## config.mk

```make
export PLATFORM = sky130hd
export DESIGN_NAME = rbm_gibbs_scheduler
export DESIGN_NICKNAME = d
export VERILOG_FILES = /design/src/rtl/rbm_gibbs_scheduler_pkg.sv /design/src/rtl/rbm_pass_timer.sv /design/src/rtl/rbm_gibbs_scheduler.sv
export SDC_FILE = /design/constraint.sdc
export NUM_CORES = 1
export LEC_CHECK = 0
export ABC_AREA = 1
export CORE_MARGIN = 2
export CORE_UTILIZATION = 49
export DETAILED_ROUTE_END_ITERATION = 10
export PLACE_DENSITY = 0.86
export SLEW_MARGIN = 20
export SYNTH_ARGS = -nofsm -noshare
export SYNTH_HDL_FRONTEND = slang
export SYNTH_SLANG_ARGS = --single-unit
export TNS_END_PERCENT = 30
```

## constraint.sdc

```tcl
create_clock -name clock -period 3.4 [get_ports clock]
set_clock_uncertainty 0.2 [all_clocks]
set_input_delay 0.34 -clock clock [delete_from_list [all_inputs] [get_ports clock]]
set_output_delay 0.34 -clock clock [all_outputs]
set_load 0.01 [all_outputs]
```

## src/rtl/rbm_gibbs_scheduler_pkg.sv

```systemverilog
// rbm_gibbs_scheduler_pkg: state encoding and defaults shared by the Gibbs scheduler and its watchdog.
package rbm_gibbs_scheduler_pkg;
    localparam int K_W_DEF     = 8;
    localparam int TIMEOUT_DEF = 4096;
    typedef enum logic [2:0] {
        S_IDLE  = 3'd0,
        S_F_RST = 3'd1,
        S_F_RUN = 3'd2,
        S_F_CAP = 3'd3,
        S_B_RST = 3'd4,
        S_B_RUN = 3'd5,
        S_B_CAP = 3'd6,
        S_DONE  = 3'd7
    } state_t;
endpackage

```

## src/rtl/rbm_pass_timer.sv

```systemverilog
// rbm_pass_timer: per-pass watchdog; counts enabled cycles and flags the last allowed one.
module rbm_pass_timer #(
    parameter int TIMEOUT = 4096
) (
    input  logic clock,
    input  logic reset,
    input  logic clear,
    input  logic enable,
    output logic expired
);
    localparam int W = (TIMEOUT > 1) ? $clog2(TIMEOUT) : 1;
    logic [W-1:0] cnt_q, cnt_d;
    // TIMEOUT of zero disables the watchdog entirely
    assign expired = (TIMEOUT != 0) && enable && (cnt_q == W'(TIMEOUT - 1));
    always_comb begin
        cnt_d = clear ? '0 : (enable && !expired) ? cnt_q + 1'b1 : cnt_q;
    end
    always_ff @(posedge clock or posedge reset) begin
        if (reset) cnt_q <= '0;
        else cnt_q <= cnt_d;
    end
endmodule

```

## src/rtl/rbm_gibbs_scheduler.sv

```systemverilog
// rbm_gibbs_scheduler: runs K Gibbs steps (v->h->v...) over a forward and a backward RBM layer,
// owning layer restarts, valid gating, operand/result registers and a per-pass watchdog.
module rbm_gibbs_scheduler
    import rbm_gibbs_scheduler_pkg::*;
#(
    parameter int VIS_DIM = 15,
    parameter int HID_DIM = 5,
    parameter int K_W     = K_W_DEF,
    parameter int TIMEOUT = TIMEOUT_DEF
) (
    input  logic               clock,
    input  logic               reset,
    input  logic               start,
    input  logic [K_W-1:0]     k_steps,
    input  logic [VIS_DIM-1:0] v_in,
    output logic               busy,
    output logic               done,
    output logic               timeout_err,
    output logic [K_W-1:0]     step_count,
    output logic [VIS_DIM-1:0] v_out,
    output logic [HID_DIM-1:0] h_out,
    output logic               fwd_reset,
    output logic               fwd_valid,
    output logic [VIS_DIM-1:0] fwd_in,
    input  logic [HID_DIM-1:0] fwd_out,
    input  logic               fwd_finish,
    output logic               bwd_reset,
    output logic               bwd_valid,
    output logic [HID_DIM-1:0] bwd_in,
    input  logic [VIS_DIM-1:0] bwd_out,
    input  logic               bwd_finish
);
    state_t state_q, state_d;
    logic [K_W-1:0] kreg_q, kreg_d, step_q, step_d;
    logic [VIS_DIM-1:0] v_q, v_d;
    logic [HID_DIM-1:0] h_q, h_d;
    logic terr_q, terr_d, busy_q, busy_d, done_q, done_d;
    logic fwd_reset_q, fwd_reset_d, fwd_valid_q, fwd_valid_d;
    logic bwd_reset_q, bwd_reset_d, bwd_valid_q, bwd_valid_d;
    logic wdog_expired;
    rbm_pass_timer #(.TIMEOUT(TIMEOUT)) u_timer (
        .clock   (clock),
        .reset   (reset),
        .clear   (state_q == S_F_RST || state_q == S_B_RST),
        .enable  (state_q == S_F_RUN || state_q == S_B_RUN),
        .expired (wdog_expired)
    );
    always_comb begin
        state_d = state_q;
        kreg_d  = kreg_q;
        step_d  = step_q;
        v_d     = v_q;
        h_d     = h_q;
        terr_d  = terr_q;
        case (state_q)
            S_IDLE: if (start) begin
                state_d = S_F_RST;
                kreg_d  = k_steps;
                step_d  = '0;
                v_d     = v_in;
                terr_d  = 1'b0;
            end
            S_F_RST: state_d = S_F_RUN;
            S_F_RUN: begin
                state_d = fwd_finish ? S_F_CAP : wdog_expired ? S_DONE : S_F_RUN;
                terr_d  = terr_q | (!fwd_finish && wdog_expired);
            end
            S_F_CAP: begin
                h_d     = fwd_out;
                state_d = (kreg_q == '0 || step_q == kreg_q) ? S_DONE : S_B_RST;
            end
            S_B_RST: state_d = S_B_RUN;
            S_B_RUN: begin
                state_d = bwd_finish ? S_B_CAP : wdog_expired ? S_DONE : S_B_RUN;
                terr_d  = terr_q | (!bwd_finish && wdog_expired);
            end
            S_B_CAP: begin
                v_d     = bwd_out;
                step_d  = step_q + 1'b1;
                state_d = S_F_RST;
            end
            default: state_d = S_IDLE;
        endcase
        // Layer controls are decoded from the next state so they leave a flop glitch-free
        busy_d      = state_d != S_IDLE;
        done_d      = state_d == S_DONE;
        fwd_reset_d = !(state_d == S_F_RUN || state_d == S_F_CAP);
        fwd_valid_d = state_d == S_F_RUN;
        bwd_reset_d = !(state_d == S_B_RUN || state_d == S_B_CAP);
        bwd_valid_d = state_d == S_B_RUN;
    end
    always_ff @(posedge clock or posedge reset) begin
        if (reset) begin
            state_q     <= S_IDLE;
            kreg_q      <= '0;
            step_q      <= '0;
            v_q         <= '0;
            h_q         <= '0;
            terr_q      <= 1'b0;
            busy_q      <= 1'b0;
            done_q      <= 1'b0;
            fwd_reset_q <= 1'b1;
            fwd_valid_q <= 1'b0;
            bwd_reset_q <= 1'b1;
            bwd_valid_q <= 1'b0;
        end else begin
            state_q     <= state_d;
            kreg_q      <= kreg_d;
            step_q      <= step_d;
            v_q         <= v_d;
            h_q         <= h_d;
            terr_q      <= terr_d;
            busy_q      <= busy_d;
            done_q      <= done_d;
            fwd_reset_q <= fwd_reset_d;
            fwd_valid_q <= fwd_valid_d;
            bwd_reset_q <= bwd_reset_d;
            bwd_valid_q <= bwd_valid_d;
        end
    end
    assign busy        = busy_q;
    assign done        = done_q;
    assign timeout_err = terr_q;
    assign step_count  = step_q;
    assign v_out       = v_q;
    assign h_out       = h_q;
    assign fwd_reset   = fwd_reset_q;
    assign fwd_valid   = fwd_valid_q;
    assign fwd_in      = v_q;
    assign bwd_reset   = bwd_reset_q;
    assign bwd_valid   = bwd_valid_q;
    assign bwd_in      = h_q;
endmodule
```

After elaboration in Yosys (flattened, before gate mapping)
Index checks and enable logic that the tools add are counted.
Word-level totals
  bits of input ports: 48
  logic and storage cells: 69
  output and inout port bits: 55
  flip-flop bits (word level): 58
Operators by class
  $add $sub $neg: 2
  equality and inequality tests: 14
  mux-type cells: 15
  reduce and logical (&&, ||, !) cells: 23
  bitwise logic cells: 2
Operator list (number)
  one-hot mux 15 bit (2 select lines): 1
  2-to-1 mux 12 bit: 2
  one-hot mux 3 bit (7 select lines): 1
  == test 3 bit, second input constant: 6
  one-hot mux 8 bit (2 select lines): 1
  2-to-1 mux 15 bit: 1
  adder 12 x 1 -> 12 bit, second input constant: 1
  == test 12 bit, second input constant: 1
  == test 3 x 2 -> 1 bit, second input constant: 4
  2-to-1 mux 3 bit: 3
  adder 8 x 1 -> 8 bit, second input constant: 1
  == test 8 bit: 1
  logical NOT 8 bit: 1
  2-to-1 mux 8 bit: 1
  2-to-1 mux 2 bit: 3
  AND reduction 2 bit: 3
  nonzero test 3 bit: 2
  logical NOT 1 bit: 5
  logical OR 1 bit: 5
  logical AND 1 bit: 4
  nonzero test 2 bit: 2
  == test 3 x 1 -> 1 bit, second input constant: 1
  logical NOT 3 bit: 1
  one-hot mux 1 bit (3 select lines): 1
  other kinds (3): 4

Longest topological paths before layout
Gate-level depths: netlist (run 1).
  word-level depth: 9
  depth in mapped cells: 11
  depth with buffers taken out: 11

By module
Synthesis (run 1) repeated with hierarchy kept, for this count alone.
Second synthesis, totals
  cells, all modules: 379
  area, all modules: 3026.7 µm²
By module, submodules not included
  rbm_gibbs_scheduler: seq. area each 1153.6 µm², area each 2257.2 µm², cells each 271, instances 1
  rbm_pass_timer: seq. area each 300.3 µm², area each 769.5 µm², cells each 108, instances 1

Worst setup path before layout (run 1)
No wires, ideal clock.
  kind: reg2reg
  start: register u_timer.cnt_q[0]
  end: register u_timer.cnt_q[7]
  stages on the path, launching flop included: 12
  path buffers: 0
  required time: 3.081 ns
  arrival time: 1.475 ns
  path slack: 1.606 ns
  setup time: 0.119 ns
  cells stage by stage: dfrtp_1 -> ha_1 -> nand3_1 -> nor2_1 -> nand2_1 -> nand2_2 -> nor2_4 -> inv_1 -> nor2_1 -> nand3_1 -> nand2_1 -> nor2_1
On the way
  longest elaborated chain between the ends: 5
RTL lines
  from (decl): line rbm_pass_timer.sv:12  | logic [W-1:0] cnt_q, cnt_d;
  from (signal assigned): line rbm_pass_timer.sv:20  | else cnt_q <= cnt_d;
  branches (longest 5 deep; another with adder 12 x 1 -> 12 bit)
Parallel ways; which one is timed is not known. The select of a mux whose other input is x is not followed.
A chain may end at the register's enable or synchronous reset.

Worst setup path in the final report (run 1)
  start: register state_q[2]
  end: register v_q[11], in the netlist fwd_in[11]
On the way
  longest elaborated chain between the ends: 3
RTL lines
  from (decl): line rbm_gibbs_scheduler.sv:33  | state_t state_q, state_d;
  from (signal assigned): line rbm_gibbs_scheduler.sv:107  | state_q <= state_d;
  == test 3 bit / logical NOT 3 bit (equally long branches): line rbm_gibbs_scheduler.sv:55  | case (state_q)
  nonzero test 2 bit (no source line) / inequality test 2 bit (equally long branches)
  AND reduction 2 bit (no source line)
  to (signal assigned): line rbm_gibbs_scheduler.sv:110  | v_q <= v_d;
  to (decl): line rbm_gibbs_scheduler.sv:35  | logic [VIS_DIM-1:0] v_q, v_d;
Several ways; a longest one is shown, not always the timed one.

==> results.json, run 1 <==
{
  "start_util": 0.5030,
  "synth_flop_cell": "dfrtp_1",
  "routed_via_density": 5.192,
  "ys_ff_latch": 58,
  "dpl.hpwl_um": 5253,
  "grt_antenna_before_repair": 0,
  "fmax_mhz": 440.2,
  "clk_path_buf_depth": 2,
  "wl_per_cell_um": 13.43,
  "clk_latency_ps": 340,
  "synth_cell_types": 31,
  "min_period_ps": 2272,
  "regToRegSetupSlack_ps": 1130,
  "setup_tns_ps": 0,
  "route.detailed.drc": 0,
  "cpPeakStageDelay_ps": 490,
  "cts_made_buffers": 9,
  "power.density_nw_per_um2": 783.9,
  "yosysWarningCount": 0,
  "drv_slew": 0,
  "min_period_over_period": 0.6682,
  "drive_gt1_frac": 0.06291,
  "grt.total_usage": 0.2252,
  "hold_violations": 0,
  "grt_max_degree": 31,
  "finalNetCount": 507,
  "cp-end-kind": "register",
  "dieArea_sq_um": 6679,
  "cellLeakagePower_uw": 0.001856,
  "cp_slowest_cell": "inv_1",
  "die_h_um": 81.73,
  "synthArstFlopShare": 1.000,
  "numPortBuffers": 102,
  "layout_common_cells": "nand2_1, clkdlybuf4s50_1, dfrtp_1",
  "via_count": 2783,
  "final_common_cell": "nand2_1",
  "clkSinkCount": 58,
  "min-delay-path-class": "primary input to async pin",
  "fillers": 454,
  "critPathTopFamily": "buffers and inverters",
  "cp.arrival_ps": 2340,
  "syn_area_per_cell_sq_um": 8.001,
  "gp_congestion": 0.9180,
  "syn_inst": 370,
  "holdWs_ps": 173.8,
  "slew_headroom": 0.4020,
  "wirelength_um": 7199,
  "synth.net_count": 420,
  "synth_edf_count": 0,
  "die_w_um": 81.73,
  "cts-root-buf": "clkbuf_8",
  "drtAntennaViolNets": 0,
  "cts_tree": "built",
  "grt_first_pass_wirelength_um": 11340,
  "drv_cap": 0,
  "cts.htree.levels": 3,
  "tightest_slew_ps": 897.0,
  "syn2layout_area_growth_pct": 36.81,
  "overflow": 0,
  "grt_setup_unrepaired": "no",
  "setup_viol": 0,
  "crit_path_max_fanout": 30,
  "path_buf_inv": 3,
  "ir_drop_uv": 402.0,
  "multi_input_area_sq_um": 1147,
  "status": "finished clean",
  "cp-start-kind": "register",
  "rows": 28,
  "clk_pin_slew_ps": 70,
  "yosysSeqAreaShare": 0.4911,
  "path_class": "register to register",
  "post-cts-setup-buffers": 0,
  "hold_buffers": 0,
  "synth_area_sq_um": 2960,
  "drt_iter0_markers": 137,
  "crit_chain": "inv_2 > nand3_1 > inv_1 > nor2_4 > inv_2 > o22ai_1 > a31oi_1",
  "ios": 103,
  "core_area_sq_um": 5886,
  "ff_latch_area_sq_um": 1454,
  "cpMostUsedCell": "inv_2",
  "cts_resized": 0,
  "grt_pass1_vias": 2571,
  "cp.required_ps": 3460,
  "firstDrtPassIters": 5,
  "antenna_cells": 0
}
[logic make-up after synthesis]
group	after synthesis	share of synthesized area
flip-flops	58	0.4911
AND/OR/NAND/NOR	179	0.2549
XOR/XNOR	5	0.01480
adder cells (fa/ha/maj)	2	0.008452
buffers and inverters	70	0.1213
AO/OA/AOI/OAI	56	0.1095
[final cells by class]
cell class                      count  share of cell area
Clock buffer                       14             0.03769
Multi-Input combinational cell    242              0.2833
Inverter                           41             0.03800
Tap cell                           75             0.02317
Timing Repair Buffer              105              0.2576
Sequential cell                    58              0.3590
Clock inverter                      1            0.001236
[final timing paths]
path                                        from                endpoint  cells after the start
max                         state_q[2]$_DFF_PP0_  fwd_in[11]$_DFFE_PP0P_                      7
min                                        reset   kreg_q[4]$_DFFE_PP0P_                      2
max reg2reg                 state_q[2]$_DFF_PP0_  fwd_in[11]$_DFFE_PP0P_                      7
min reg2reg                bwd_in[0]$_DFFE_PP0P_   bwd_in[0]$_DFFE_PP0P_                      2
max in group asynchronous                  reset   fwd_in[4]$_DFFE_PP0P_                      3
min in group clock         bwd_in[0]$_DFFE_PP0P_   bwd_in[0]$_DFFE_PP0P_                      2
[stage by stage]
stage | utilization | cells | total power, uW | area [sq um] | setup WS [ps]
3_5_place_dp | 0.6614 | 521 | 2642 | 3892 | 853.2
3_3_place_gp | 0.6614 | 521 | 2583 | 3892 | 960.8
6_report | 0.6881 | 536 | 3175 | 4050 | 1128
2_1_floorplan | - | 370 | 2061 | 2960 | 1435
4_1_cts | 0.6881 | 536 | 3196 | 4050 | 1115
5_1_grt | 0.6881 | 536 | 3418 | 4050 | 916.7
[cells in the mapped netlist, types with 4 or more instances]
| cell type | n | area [sq um] |
|---|---|---|
| a21oi_1 | 11 | 55.05 |
| dfrtp_1 | 56 | 1401 |
| buf_2 | 5 | 25.02 |
| buf_4 | 22 | 165.2 |
| o22ai_1 | 5 | 31.28 |
| a31oi_1 | 15 | 93.84 |
| inv_1 | 37 | 138.9 |
| o21ai_0 | 20 | 100.1 |
| nand2_1 | 107 | 401.6 |
| inv_2 | 4 | 15.01 |
| nor2_1 | 41 | 153.9 |
| nand3_1 | 18 | 90.09 |
[report_power, final]
group	switching [uW]	total [uW]	internal [uW]
logic	771	1520	744
registers	194	1120	931
clock network	255	535	280
[metal layers]
layer | track usage | part of all wire | vias up | wire length, um
met5 | 0 | 0 | - | 0
met4 | 0.1250 | 0.019 | 0 | 140
met3 | 0.04396 | 0.069 | 15 | 497
met2 | 0.3707 | 0.48 | 125 | 3468
met1 | 0.2775 | 0.43 | 1298 | 3093
li1 | - | - | 1345 | -
[state kept, by name (all words and copies together), names as in the netlist, 3 cells and up]
signal         cells
fwd_in            15
u_timer.cnt_q     12
kreg_q             8
step_count         8
bwd_in             5
state_q            3
No activity file was read; power rests on OpenSTA's default activity.
==> inputs of run 2 (changes only) <==
Settings changed: CORE_UTILIZATION 49 to 45, PLACE_DENSITY 0.86 to 0.8.
Clock period 3.4 ns to 2.1 ns, I/O delays scaled along.
==> run 2 against run 1 <==
- maximum frequency increased by 16%
- combinational power is 64% higher
- hold slack lost 150 ps
- final cell count is 1.7% higher
- sequential cell count unchanged
- via count is 1.8% lower
- sequential share of layout area shrank 0.62 points
- die area increased by 8.5%
- register-to-register slack got worse by 990 ps
- setup slack lost 990 ps
- cell area increased by 1.8%
- core utilization shrank 3.9 points
- critical endpoint is now u_timer.cnt_q[11]$_DFFE_PP0P_
- largest cell class unchanged
- highest routed layer unchanged
==> results.json, run 2 (synthesis results as in run 1) <==
{
  "status": "finished clean",
  "layout_common_cells": "nand2_1, clkdlybuf4s50_1, dfrtp_1",
  "cts.htree.levels": 3,
  "crit_path_max_fanout": 7,
  "wl_per_cell_um": 13.04,
  "numPortBuffers": 102,
  "min_period_ps": 1963,
  "drv_slew": 0,
  "clk_path_buf_depth": 2,
  "cellLeakagePower_uw": 0.001899,
  "core_area_sq_um": 6350,
  "setup_tns_ps": 0,
  "overflow": 0,
  "min_period_over_period": 0.9345,
  "via_count": 2734,
  "firstDrtPassIters": 4,
  "dpl.hpwl_um": 5228,
  "path_class": "register to register",
  "fmax_mhz": 509.6,
  "largest_reg_flops": 15,
  "tightest_slew_ps": 492.6,
  "grt_setup_unrepaired": "no",
  "dieArea_sq_um": 7244,
  "clk_pin_slew_ps": 70,
  "grt.total_usage": 0.2052,
  "cp-end-kind": "register",
  "cts-root-buf": "clkbuf_8",
  "gp_congestion": 0.8128,
  "post-cts-setup-buffers": 0,
  "final_common_cell": "nand2_1",
  "setup_viol": 0,
  "fillers": 529,
  "grt_max_degree": 40,
  "finalNetCount": 513,
  "grt_first_pass_wirelength_um": 11730,
  "clk_latency_ps": 340,
  "syn2layout_area_growth_pct": 39.22,
  "final_cells": 545,
  "route.detailed.drc": 0,
  "cp-start-kind": "register",
  "rows": 29,
  "drv_cap": 0,
  "drive_gt1_frac": 0.08333,
  "hold_violations": 0,
  "cp.arrival_ps": 1980,
  "min-delay-path-class": "primary input to async pin",
  "ios": 103,
  "cp.required_ps": 2120,
  "cts_tree": "built",
  "routed_via_density": 5.017,
  "slew_headroom": 0.6716,
  "antenna_cells": 0,
  "clkSinkCount": 58,
  "drtAntennaViolNets": 0,
  "drt_iter0_markers": 146,
  "power.density_nw_per_um2": 1269,
  "grt_pass1_vias": 2569,
  "cts_made_buffers": 9,
  "ir_drop_uv": 816.9,
  "die_h_um": 85.11,
  "placed_cells": 529,
  "start_util": 0.4662,
  "die_w_um": 85.11,
  "ff2ff_path_depth": 10,
  "grt_antenna_before_repair": 0,
  "wirelength_um": 7105
}
-- run 2: cell types whose count changed in the layout (fill, tap and decap cells not counted), sizes merged --
cell	change
buf	+6
clkinv	+2
clkbuf	-1
-- run 2: where the power goes --
| group | switching [uW] | internal, uW | leakage [uW] |
|---|---|---|---|
| Combinational | 1240 | 1260 | 0.00108 |
| Sequential | 315 | 1510 | 0.000726 |
| Clock | 424 | 487 | 0.0000932 |
-- run 2: what timing repair did --
action	in CTS	in global routing
setup endpoints to repair	0	5
hold buffers	0	0
gates resized for setup	0	3
-- run 2: cell type report --
cell class	instances	area [sq um]	area share
Timing Repair Buffer	111	1089	0.2641
Inverter	41	153.9	0.03734
Clock inverter	3	15.01	0.003643
Multi-Input combinational cell	242	1155	0.2802
Sequential cell	58	1454	0.3528
Clock buffer	13	158.9	0.03855
Tap cell	77	96.34	0.02338
-- run 2: path summary, 6_finish.rpt --
| check | slack, ps | startpoint | endpoint |
|---|---|---|---|
| setup reg to reg | 140 | u_timer.cnt_q[0]$_DFFE_PP0P_ | u_timer.cnt_q[11]$_DFFE_PP0P_ |
| hold reg to reg | 300 | bwd_in[4]$_DFFE_PP0P_ | bwd_in[4]$_DFFE_PP0P_ |
| min in group clock | 210 | k_steps[2] | kreg_q[2]$_DFFE_PP0P_ |
| max in group asynchronous | 1210 | reset | fwd_reset$_DFF_PP1_ |
| setup / recovery | 140 | u_timer.cnt_q[0]$_DFFE_PP0P_ | u_timer.cnt_q[11]$_DFFE_PP0P_ |
| hold / removal | 30 | reset | fwd_in[11]$_DFFE_PP0P_ |
-- run 2: metal layers --
metal / routed length [um] / up-vias / part of all wire / track usage
met3: 529 / 15 / 0.074 / 0.04669
met1: 3093 / 1261 / 0.44 / 0.2644
li1: - / 1350 / - / -
met5: 0 / - / 0 / 0
met4: 139 / 0 / 0.020 / 0.08369
met2: 3342 / 108 / 0.47 / 0.3352
-- run 2: critical path, stage by stage (launching register included) --
cell,delay [ps]
dfrtp_1,390
ha_1,230
nand3_1,90
nor2_1,180
nand2_1,200
nand2_4,160
nor2_4,50
nand2_1,120
nor2_1,60
a21oi_1,120
nor2_1,60
-- run 2: stage by stage --
stage                     utilization  cell area [sq um]  power, uW  hold slack, ps  worst slack (ps)
after floorplan                     -               2960       3336           119.6             265.3
after global placement         0.6205               3940       4255           277.5             220.0
after detailed placement       0.6205               3940       4342           286.6             143.4
after CTS                      0.6479               4114       5272           18.08             135.8
after global routing           0.6491               4121       5617           47.55             11.16
final                          0.6491               4121       5230           27.95             137.5
==> inputs of run 3 (changes only) <==
Settings changed: MAX_ROUTING_LAYER set to met4.
==> run 3 against run 2 <==
- via count is 0.59% higher
- sequential share of layout area stayed put
- sequential cell count stayed put
- final cell count stayed put
- die area stayed put
- power hardly changed
- largest power group unchanged
==> results.json, run 3 (synthesis results as in run 1) <==
{
  "status": "finished clean",
  "p_sw_uw": 1984,
  "dpl_cell_area_sq_um": 3940,
  "numPortBuffers": 102,
  "grt_antenna_before_repair": 0,
  "die_h_um": 85.11,
  "firstDrtPassIters": 4,
  "drv_slew": 0,
  "cts_resized": 0,
  "combPwrFrac": 0.478,
  "pwr-share-clk": 0.174,
  "grt_setup_unrepaired": "no",
  "rows": 29,
  "post-place-ws_ps": 143.4,
  "drive_gt1_frac": 0.08333,
  "dieArea_sq_um": 7244,
  "drt_iter0_markers": 150,
  "cts.htree.levels": 3,
  "drv_cap": 0,
  "syn2layout_area_growth_pct": 39.22,
  "post-cts-setup-buffers": 0,
  "gp_congestion": 0.8247,
  "p_int_uw": 3249,
  "dpl.hpwl_um": 5228,
  "layout_common_cells": "nand2_1, clkdlybuf4s50_1, dfrtp_1",
  "final_cells": 545,
  "hold_violations": 0,
  "wirelength_um": 7122,
  "clk_latency_ps": 340,
  "setup_ws_ps": 122.5,
  "core_area_sq_um": 6350,
  "route.detailed.drc": 0,
  "cts_tree": "built",
  "clk_pin_slew_ps": 70,
  "grt.total_usage": 0.2116,
  "hold_buffers": 0,
  "final_common_cell": "nand2_1",
  "largest_reg_flops": 15,
  "tightest_slew_ps": 491.9,
  "total_power_uw": 5233,
  "design_area_sq_um": 4121,
  "finalNetCount": 513,
  "cp-end-kind": "register",
  "clk_path_buf_depth": 2,
  "slew_headroom": 0.6721,
  "antenna_cells": 0,
  "routed_via_density": 5.046,
  "crit_path_max_fanout": 7,
  "grt_pass1_vias": 2580,
  "cp-start-kind": "register",
  "path_class": "register to register",
  "p_sw_frac": 0.3791,
  "cp.arrival_ps": 2000,
  "seqPwrFrac": 0.348,
  "setup_viol": 0,
  "fillers": 529,
  "ir_drop_uv": 817.4,
  "min_period_ps": 1977,
  "start_util": 0.4662,
  "fmax_mhz": 505.7,
  "grt_max_degree": 40,
  "cellLeakagePower_uw": 0.001899,
  "via_count": 2750,
  "setup_tns_ps": 0,
  "placed_cells": 529,
  "clkSinkCount": 58,
  "power.density_nw_per_um2": 1270,
  "drtAntennaViolNets": 0,
  "cts_made_buffers": 9,
  "ios": 103,
  "cp.required_ps": 2120,
  "grt_first_pass_wirelength_um": 11720,
  "overflow": 0,
  "min_period_over_period": 0.9417,
  "wl_per_cell_um": 13.07,
  "min-delay-path-class": "primary input to async pin",
  "die_w_um": 85.11,
  "cts-root-buf": "clkbuf_8"
}
## run 3: cell counts in the layout (fill, tap and decap cells not counted)
Identical to the previous run, type by type.
## run 3: final cells by class
| type | instances | area [sq um] | area share |
|---|---|---|---|
| multi-input combinational | 242 | 1155 | 0.2802 |
| inverter | 41 | 153.9 | 0.03734 |
| timing repair buffer | 111 | 1089 | 0.2641 |
| sequential | 58 | 1454 | 0.3528 |
| tap | 77 | 96.34 | 0.02338 |
| clock inverter | 3 | 15.01 | 0.003643 |
| clock buffer | 13 | 158.9 | 0.03855 |
## run 3: worst paths after layout
kind	slack (ps)	cells after the start	startpoint	endpoint
hold / removal	30	3	reset	fwd_in[11]$_DFFE_PP0P_
min in group clock	210	3	k_steps[2]	kreg_q[2]$_DFFE_PP0P_
setup reg to reg	120	10	u_timer.cnt_q[0]$_DFFE_PP0P_	u_timer.cnt_q[11]$_DFFE_PP0P_
setup / recovery	120	10	u_timer.cnt_q[0]$_DFFE_PP0P_	u_timer.cnt_q[11]$_DFFE_PP0P_
max in group asynchronous	1210	3	reset	fwd_reset$_DFF_PP1_
hold reg to reg	300	2	timeout_err$_DFFE_PP0P_	timeout_err$_DFFE_PP0P_
## run 3: worst max-delay path, cell delays in order (launching register included)
cell and delay (ps):
dfrtp_1 390, ha_1 230, nand3_1 90, nor2_1 190, nand2_1 210, nand2_4 160
nor2_4 50, nand2_1 120, nor2_1 60, a21oi_1 120, nor2_1 60
## run 3: power by group through the flow
| stage | combinational [uW] | sequential [uW] | clock, uW |
|---|---|---|---|
| floorplan | 1440 | 1900 | 0 |
| global placement | 2430 | 1820 | 0 |
| detailed placement | 2500 | 1840 | 0 |
| CTS | 2510 | 1820 | 937 |
| global route | 2750 | 1880 | 994 |
| finish | 2500 | 1820 | 911 |
## run 3: stage by stage
step	hold WS [ps]	utilization
2_1_floorplan	119.6	-
3_3_place_gp	277.5	0.6205
3_5_place_dp	286.6	0.6205
4_1_cts	18.08	0.6479
5_1_grt	47.55	0.6491
6_report	28.62	0.6491
## run 3: routing by layer
layer / global-route usage / vias up / share of wire
li1: - / 1351 / -
met1: 0.2689 / 1280 / 0.44
met2: 0.3324 / 106 / 0.48
met3: 0.04475 / 13 / 0.072
met4: 0.08369 / 0 / 0.014
met5: - / - / 0
